**src/rtl/jump_target_table.sv**
```systemverilog
// jump_target_table: programmable branch-pointer to PC-target table with a registered one-cycle lookup
// Ports: Clk/Reset (sync, active-high); flush clears all valid bits; wr_en/wr_ptr/wr_target/wr_rel
// write one entry; rd_en/rd_ptr/rd_pc request a lookup; rd_valid/rd_hit/rd_target return the
// result one cycle later; hit_cnt/miss_cnt are saturating lookup counters for debug.
module jump_target_table #(
    parameter int PTR_W  = 5,
    parameter int DEPTH  = 32,
    parameter int ADDR_W = 12,
    parameter int CNT_W  = 16
) (
    input  logic              Clk,
    input  logic              Reset,
    input  logic              flush,
    input  logic              wr_en,
    input  logic [PTR_W-1:0]  wr_ptr,
    input  logic [ADDR_W-1:0] wr_target,
    input  logic              wr_rel,
    input  logic              rd_en,
    input  logic [PTR_W-1:0]  rd_ptr,
    input  logic [ADDR_W-1:0] rd_pc,
    output logic              rd_valid,
    output logic              rd_hit,
    output logic [ADDR_W-1:0] rd_target,
    output logic [CNT_W-1:0]  hit_cnt,
    output logic [CNT_W-1:0]  miss_cnt
);
    logic [DEPTH-1:0]  valid;
    logic [DEPTH-1:0]  rel;
    logic [ADDR_W-1:0] target [DEPTH];
    logic              wr_ok;
    logic              rd_ok;
    logic              fwd;
    logic              e_valid;
    logic              e_rel;
    logic [ADDR_W-1:0] e_tgt;
    // Lookup sees the table as it will be after this edge: flush first, then the write.
    always_comb begin
        wr_ok   = wr_en && 32'(wr_ptr) < DEPTH;
        rd_ok   = 32'(rd_ptr) < DEPTH;
        fwd     = wr_ok && wr_ptr == rd_ptr;
        e_valid = rd_ok && (fwd || (!flush && valid[rd_ptr]));
        e_rel   = fwd ? wr_rel : rel[rd_ptr];
        e_tgt   = fwd ? wr_target : target[rd_ptr];
    end
    always_ff @(posedge Clk) begin
        if (Reset) begin
            valid     <= '0;
            rel       <= '0;
            for (int i = 0; i < DEPTH; i++) target[i] <= '0;
            rd_valid  <= 1'b0;
            rd_hit    <= 1'b0;
            rd_target <= '0;
            hit_cnt   <= '0;
            miss_cnt  <= '0;
        end else begin
            if (flush) valid <= '0;
            if (wr_ok) begin
                valid[wr_ptr]  <= 1'b1;
                rel[wr_ptr]    <= wr_rel;
                target[wr_ptr] <= wr_target;
            end
            rd_valid <= rd_en;
            if (rd_en) begin
                rd_hit    <= e_valid;
                rd_target <= !e_valid ? '0 : e_rel ? rd_pc + e_tgt : e_tgt;
                if (e_valid && hit_cnt != '1) hit_cnt <= hit_cnt + 1'b1;
                if (!e_valid && miss_cnt != '1) miss_cnt <= miss_cnt + 1'b1;
            end
        end
    end
endmodule

```
**config.mk**
```make
export PLATFORM = sky130hd
export DESIGN_NAME = jump_target_table
export DESIGN_NICKNAME = d
export VERILOG_FILES = /design/src/rtl/jump_target_table.sv
export SDC_FILE = /design/constraint.sdc
export NUM_CORES = 1
export LEC_CHECK = 0
export CAP_MARGIN = 20
export CORE_MARGIN = 3
export CORE_UTILIZATION = 42
export CTS_BUF_LIST = sky130_fd_sc_hd__clkbuf_4 sky130_fd_sc_hd__clkbuf_8
export CTS_CLUSTER_DIAMETER = 30
export CTS_CLUSTER_SIZE = 20
export DETAILED_ROUTE_END_ITERATION = 12
export DONT_BUFFER_PORTS = 1
export HOLD_SLACK_MARGIN = 0.05
export SKIP_LAST_GASP = 1
export SLEW_MARGIN = 20
export SYNTH_ARGS = -nofsm -noshare
export SYNTH_HDL_FRONTEND = slang
export SYNTH_SLANG_ARGS = --single-unit
```
**constraint.sdc**
```tcl
create_clock -name Clk -period 5.15 [get_ports Clk]
set_input_delay 0.7725 -clock Clk [delete_from_list [all_inputs] [get_ports Clk]]
set_output_delay 0.7725 -clock Clk [all_outputs]
set_load 0.005 [all_outputs]
```
==> results of run 1 <==
[cells in the final DEF (no fill, tap or decap), drive strengths merged, types with 8 or more instances in the layout]
| cell type | count |
|---|---|
| mux2i | 31 |
| bufinv | 14 |
| xor2 | 14 |
| and2 | 367 |
| clkinv | 39 |
| clkbuf | 125 |
| nand3 | 20 |
| a21o | 64 |
| nor2 | 79 |
| edfxtp | 384 |
| o21ai | 56 |
| xnor2 | 21 |
| nand4 | 8 |
| mux4 | 128 |
| inv | 48 |
| nor2b | 13 |
| nor3 | 46 |
| nor4 | 9 |
| a21oi | 13 |
| and3 | 14 |
| dfxtp | 110 |
| clkinvlp | 8 |
| nand2 | 69 |
| ha | 13 |
[flip-flops by register name, indices dropped and copies added, names as in the netlist]
register   flops
target       384
rd_valid       1
hit_cnt       16
rel           32
miss_cnt      16
rd_target     12
rd_hit         1
valid         32
[logic make-up (layout without fill, tap and decap cells)]
logic type,count (synthesis),after routing
AO/OA/AOI/OAI,167,167
XOR/XNOR,35,35
adder cells (fa/ha/maj),14,14
buffers and inverters,184,238
flip-flops,494,494
multiplexers,165,165
other,0,1
AND/OR/NAND/NOR,654,654
[metal layers]
layer  wire [microns]  track usage
met1            25800        0.299
met2            27900        0.329
met3             5980       0.0579
met4             1310       0.0725
met5                0            0
[layout make-up]
type / count / area [sq um]
sequential: 494 / 13700
fill: 4647 / 28200
clock inverter: 70 / 757
timing repair buffer: 4 / 30.0
inverter: 39 / 146
tap: 696 / 871
clock buffer: 125 / 1660
multi-input combinational: 1035 / 8590
antenna: 1 / 2.50
[per-stage QoR]
| step | utilization | hold slack, ns |
|---|---|---|
| 2_1_floorplan | - | 0.421 |
| 3_3_place_gp | 0.432 | 0.430 |
| 3_5_place_dp | 0.432 | 0.435 |
| 4_1_cts | 0.477 | 0.120 |
| 5_1_grt | 0.477 | 0.146 |
| 6_report | 0.477 | 0.193 |
[power groups by stage]
| stage | Sequential [mW] | Combinational (mW) | Clock [mW] |
|---|---|---|---|
| after CTS | 4.53 | 0.653 | 4.82 |
| after detailed placement | 4.61 | 0.651 | 0 |
| after floorplan | 4.58 | 0.556 | 0 |
| after global routing | 4.54 | 0.698 | 5.03 |
| after global placement | 4.60 | 0.640 | 0 |
| final | 4.53 | 0.658 | 4.75 |
[final timing paths]
path | start | end | cells past startpoint
setup / recovery | target[19][1] | rd_target[11] | 15
hold / removal | rd_en | rd_hit | 1
setup reg to reg | target[19][1] | rd_target[11] | 15
hold reg to reg | valid[31] | valid[31] | 1
==> impl_results.rst, run 1 <==
.. list-table::
   :header-rows: 1

   * - Metric
     - Value
   * - Avg Synthesized Cell Area
     - 13.5 sq um
   * - Net Count, Synth
     - 1767
   * - Max Buffers Root-to-Sink
     - 3
   * - Number of nets with antenna violations after routing
     - 0
   * - Sum of net half-perimeters after detailed placement
     - 36300 microns
   * - I/O pin total
     - 86
   * - Via-per-instance ratio
     - 5.68
   * - Final setup margin
     - 1.06 ns
   * - Largest area contributor in the synthesized netlist
     - sky130_fd_sc_hd__edfxtp_1
   * - Post-place instance area
     - 0.0233 sq mm
   * - Top-area cell type share of the netlist area
     - 0.500
   * - Remaining routing DRC violations
     - 0
   * - Flop2flop setup slack
     - 1.06 ns
   * - Root Buffer
     - sky130_fd_sc_hd__clkbuf_8
   * - Total Power Consumption
     - 9.93 mW
   * - Tightest slew margin relative to the limit
     - 0.164
   * - Number of vias after detailed routing
     - 14000
   * - Classification of the worst setup path
     - reg -> reg
   * - Area share of fa/ha/maj cells after synthesis
     - 0.00793
   * - Detailed Route Iter0 Violations
     - 1291
   * - Std-Cell Rows
     - 85
   * - Number of flops mapped to enable cells by yosys
     - 384
   * - Setup repair after global routing missed its margin
     - false
   * - Gate count of the mapped netlist
     - 1713
   * - Area of the die
     - 0.0577 sq mm
   * - Number of H-tree levels
     - 3
   * - Number of antenna violations at the first check in global routing
     - 1
   * - Die span in x
     - 240 microns
   * - Die height
     - 240 microns
   * - WP data required
     - 5.75 ns
   * - Cell Count Post-Placement
     - 2268
   * - Synth area leaders
     - sky130_fd_sc_hd__edfxtp_1 (50%), sky130_fd_sc_hd__mux4_2 (13%), sky130_fd_sc_hd__and2_1 (10%)
   * - Share of flip-flops with an asynchronous set or reset
     - 0
   * - Post-CTS Hold Fix Bufs
     - 0
   * - Buf/Inv on CP
     - 1
   * - Average wire per cell in the routed design
     - 24.7 microns
   * - Clock buffer count from CTS
     - 104
   * - Mux contribution to synthesized area
     - 0.141
   * - Share of the cycle needed by the critical path after routing
     - 0.795
   * - Max Cap Viol
     - 0
   * - Cell types with the highest counts after synthesis
     - sky130_fd_sc_hd__edfxtp_1 (384), sky130_fd_sc_hd__and2_1 (367), sky130_fd_sc_hd__mux4_2 (128)
   * - Basic-gate share of the synthesized area counting and, or, nand and nor cells
     - 0.159
   * - Global-route wire length before repair
     - 91500 microns
   * - Parity-gate share of the synthesized area counting xor and xnor cells
     - 0.0133
   * - Largest vdd supply drop
     - 0.170 mV
   * - Endpoint type of the worst setup path
     - flop
   * - Final count of negative-setup-slack endpoints
     - 0
   * - Number of global-route vias before repair
     - 13900
   * - Post-cts resize count
     - 0
   * - Clock skew after layout
     - 0.0260 ns
   * - Worst-path cell chain
     - mux4_2 > mux4_2 > mux2i_1 > nor2_1 > a21oi_2 > inv_1 > ha_1 > a211oi_1 > o21ai_1 > nand2_1 > o21ai_1 > o41ai_1 > xor2_1 > or4_1 > nand3_1
   * - Logic gate share of total power
     - 0.066
   * - Largest family of logic cells by synthesized area
     - simple AND/OR/NAND/NOR gates
   * - Power density normalized to cell area
     - 385 mW/mm^2
   * - Critical-path top delay cell
     - sky130_fd_sc_hd__mux4_2
   * - # port buffers
     - 0
   * - Share of the yosys chip area belonging to registers
     - 0.596
   * - Part of the power in registers
     - 0.456
   * - Yosys warnings
     - 0
   * - Cell Int Power
     - 7.65 mW
   * - Post-route setup TNS
     - 0 ns
   * - Switch Pwr
     - 2.29 mW
   * - Clock tree from TritonCTS
     - built
   * - Global route total overflow
     - 0
   * - NumNets Final
     - 1732
   * - Area of all placed cells without fillers
     - 0.0258 sq mm
   * - CORE AREA
     - 0.0540 sq mm
   * - Share of power burned in the clock network
     - 0.478
   * - Run status
     - completed
   * - Period minus WS final
     - 4.09 ns
   * - Data arrival time of the worst path
     - 4.69 ns
   * - Final-report max-slew violation count
     - 0
   * - Setup Slack @ Placement
     - 0.732 ns
   * - Most frequently used flop master after synthesis
     - sky130_fd_sc_hd__edfxtp_1
   * - CTS clk-pin slew, worst paths
     - 0.06 ns
   * - Hold Violations, Final
     - 0
   * - Compound-cell area share of the yosys netlist
     - 0.0490
   * - Layout-stage area growth over the synthesis result
     - 11.9%
   * - Maximum operating frequency
     - 244 MHz
   * - Most common cell in the netlist
     - sky130_fd_sc_hd__edfxtp_1
   * - Netlist area before placement
     - 0.0230 sq mm
   * - Launching element type of the critical path
     - flop
   * - Sum of routed wire length over all layers
     - 61000 microns
   * - Number of cells in the finished layout apart from fillers
     - 2464
   * - Clock tree sinks
     - 494
   * - Postcts setup bufs
     - 0
   * - Delay-heaviest family, CP
     - multiplexers
   * - Overall routing resource usage
     - 0.215
   * - Actual slew at the worst max-slew pin
     - 1.25 ns
   * - Yosys reg bits
     - 494
   * - Maximum number of pins on one net before global-route repair
     - 120
   * - Count of unique library cells instantiated by Yosys
     - 59
   * - Static Leak
     - 9.32 nW
   * - Effective utilization at floorplan
     - 0.427
   * - Min-delay worst type
     - in -> reg
   * - Count of TritonRoute iterations in the first routing pass
     - 5
   * - Net switching fraction of the power
     - 0.230
   * - Ratio of cells with drive above 1 in the final layout
     - 0.188
   * - RD Place Congestion
     - 0.858
   * - Crit path largest cell delay
     - 0.50 ns
   * - Crit-path max FO
     - 3
   * - Latest clock arrival within the worst-skew pair
     - 0.67 ns
(Power assumes the default switching activity.)
==> run 2: changes to the inputs <==
- clock period: 5.15 -> 4.3 ns (I/O delays scaled with it)
==> run 2 against run 1 <==
Count of clock-buffer cells in the layout down 9. Register-to-register slack worse by 0.62 ns. Worst hold slack worse by 0.092 ns. Critical path depth unchanged. Design area up 0.65%. Global-route usage up 0.85 points. Clock skew up 0.0057 ns. Non-clock buffer count up 33. Largest power group unchanged.
==> impl_results.rst, run 2 (synthesized netlist as in run 1, its figures left out) <==
.. list-table::
   :header-rows: 1

   * - Metric
     - Value
   * - Run status
     - completed
   * - Max Cap Viol
     - 0
   * - Latest clock arrival within the worst-skew pair
     - 0.68 ns
   * - Area taken by flip-flops and latches
     - 0.0137 sq mm
   * - Critical-path top delay cell
     - sky130_fd_sc_hd__mux4_2
   * - Total Power Consumption
     - 11.9 mW
   * - Die height
     - 240 microns
   * - Number of nets with antenna violations after routing
     - 0
   * - Largest vdd supply drop
     - 0.223 mV
   * - Detailed Route Iter0 Violations
     - 1195
   * - Std-Cell Rows
     - 85
   * - Number of vias after detailed routing
     - 14000
   * - Die span in x
     - 240 microns
   * - RD Place Congestion
     - 0.857
   * - Most frequent cells in the layout
     - sky130_fd_sc_hd__edfxtp_1 (384), sky130_fd_sc_hd__and2_1 (367), sky130_fd_sc_hd__mux4_2 (128)
   * - Area of all placed cells without fillers
     - 0.0260 sq mm
   * - CORE AREA
     - 0.0540 sq mm
   * - Number of antenna violations at the first check in global routing
     - 4
   * - Root Buffer
     - sky130_fd_sc_hd__clkbuf_8
   * - Area of the die
     - 0.0577 sq mm
   * - Worst-path cell chain
     - mux4_2 > mux4_2 > mux2i_1 > nor2_1 > a21oi_2 > inv_1 > ha_1 > a211oi_1 > o21ai_1 > nand2_1 > o21ai_1 > o41ai_2 > xor2_1 > or4_1 > nand3_1
   * - Hold Violations, Final
     - 0
   * - Final-report max-slew violation count
     - 0
   * - Launch point of the worst reg-to-reg path
     - target[16][1]
   * - Actual slew at the worst max-slew pin
     - 1.10 ns
   * - Largest register by flop count
     - target
   * - Worst Min Path Start
     - wr_rel
   * - Global route total overflow
     - 0
   * - Remaining routing DRC violations
     - 0
   * - Classification of the worst setup path
     - reg -> reg
   * - Endpoint type of the worst setup path
     - flop
   * - Count of TritonRoute iterations in the first routing pass
     - 5
   * - Min-delay worst type
     - in -> reg
   * - Number of flip-flops under the largest register name
     - 384
   * - Power density normalized to cell area
     - 457 mW/mm^2
   * - Postcts setup bufs
     - 0
   * - Share of the cycle needed by the critical path after routing
     - 0.899
   * - Number of cells in the finished layout apart from fillers
     - 2489
   * - Layout-stage area growth over the synthesis result
     - 12.6%
   * - Maximum number of pins on one net before global-route repair
     - 120
   * - NumNets Final
     - 1760
   * - Overall routing resource usage
     - 0.224
   * - Post-route setup TNS
     - 0 ns
   * - # port buffers
     - 0
   * - Global-route wire length before repair
     - 93700 microns
   * - Flop2flop setup slack
     - 0.43 ns
   * - Crit-path max FO
     - 3
   * - Total area of multi-input combinational cells
     - 0.00857 sq mm
   * - WP data required
     - 4.92 ns
   * - Post-place instance area
     - 0.0236 sq mm
   * - Final count of negative-setup-slack endpoints
     - 0
   * - Setup repair after global routing missed its margin
     - false
   * - Period minus WS final
     - 3.87 ns
   * - Clock skew after layout
     - 0.0317 ns
   * - Effective utilization at floorplan
     - 0.427
   * - Clock buffer count from CTS
     - 99
   * - Most common library cell in the layout ignoring fill and taps
     - sky130_fd_sc_hd__edfxtp_1
   * - Final cell utilization of the core
     - 0.480
   * - Top Registers
     - target (384), rel (32), valid (32)
   * - Ratio of cells with drive above 1 in the final layout
     - 0.196
   * - Number of H-tree levels
     - 3
   * - Startpoint of the worst setup timing path
     - target[16][1]
   * - I/O pin total
     - 86
   * - Tightest slew margin relative to the limit
     - 0.261
   * - Via-per-instance ratio
     - 5.64
   * - Sum of routed wire length over all layers
     - 63700 microns
   * - Data arrival time of the worst path
     - 4.48 ns
   * - Max Buffers Root-to-Sink
     - 3
   * - Static Leak
     - 9.46 nW
   * - Maximum operating frequency
     - 259 MHz
   * - Average wire per cell in the routed design
     - 25.6 microns
   * - Clock tree sinks
     - 494
   * - Crit path largest cell delay
     - 0.48 ns
   * - CTS clk-pin slew, worst paths
     - 0.06 ns
   * - Launching element type of the critical path
     - flop
   * - Fill count
     - 4646
   * - Clock tree from TritonCTS
     - built
   * - Sum of net half-perimeters after detailed placement
     - 38200 microns
   * - Cell Count Post-Placement
     - 2298
   * - Number of global-route vias before repair
     - 14000
==> run 2: worst max-delay path, delay by kind of cell, from the launching register on <==
kind / cells / cell delay (ns)
multiplexers: 3 / 1.17
AND/OR/NAND/NOR: 4 / 0.70
buffers and inverters: 1 / 0.07
adder cells (fa/ha/maj): 1 / 0.29
AO/OA/AOI/OAI: 5 / 1.00
XOR/XNOR: 1 / 0.12
flip-flops: 1 / 0.44
==> run 2: repair_timing <==
item	in CTS	in global routing
hold endpoints to repair	40	0
resized for setup	0	0
hold buffers	3	0
==> run 2: path summary, 6_finish.rpt <==
path         depth (start not counted)            end
min reg2reg                          1       valid[0]
max                                 15  rd_target[11]
min                                  2         rel[1]
max reg2reg                         15  rd_target[11]
==> run 2: stage by stage <==
| step | setup slack, ns | hold slack, ns |
|---|---|---|
| after floorplan | 0.0567 | 0.421 |
| after global placement | 0.188 | 0.431 |
| after detailed placement | 0.164 | 0.439 |
| after CTS | 0.439 | 0.0502 |
| after global routing | 0.156 | 0.0544 |
| final | 0.435 | 0.101 |
==> run 2: layout make-up <==
cell class	instances	share of cell area
clock buffers	116	0.0586
multi-input cells	1035	0.330
repair buffers	37	0.0108
inverters	39	0.00564
clock inverters	71	0.0321
diodes	1	0.0000964
well taps	696	0.0336
flip-flops and latches	494	0.529
==> run 2: layer usage <==
metal	vias to the layer above	wire, microns	track usage
met5	-	0	0
met3	101	5750	0.0650
li1	6244	-	-
met2	556	29700	0.348
met4	0	1820	0.0792
met1	7140	26400	0.301
==> run 2: power breakdown <==
part           internal [mW]  leakage (nW)  switching (mW)
Combinational          0.359          3.72           0.446
Clock                   3.38          1.19            2.25
Sequential              5.36          4.55          0.0688
Total                   9.10          9.46            2.76
==> run 3: changes to the inputs <==
- PLACE_DENSITY: unset -> 0.6
- SKIP_LAST_GASP: 1 -> unset
==> results of run 3 <==
The final DEF is identical to that of run 2; final timing and power are the same.
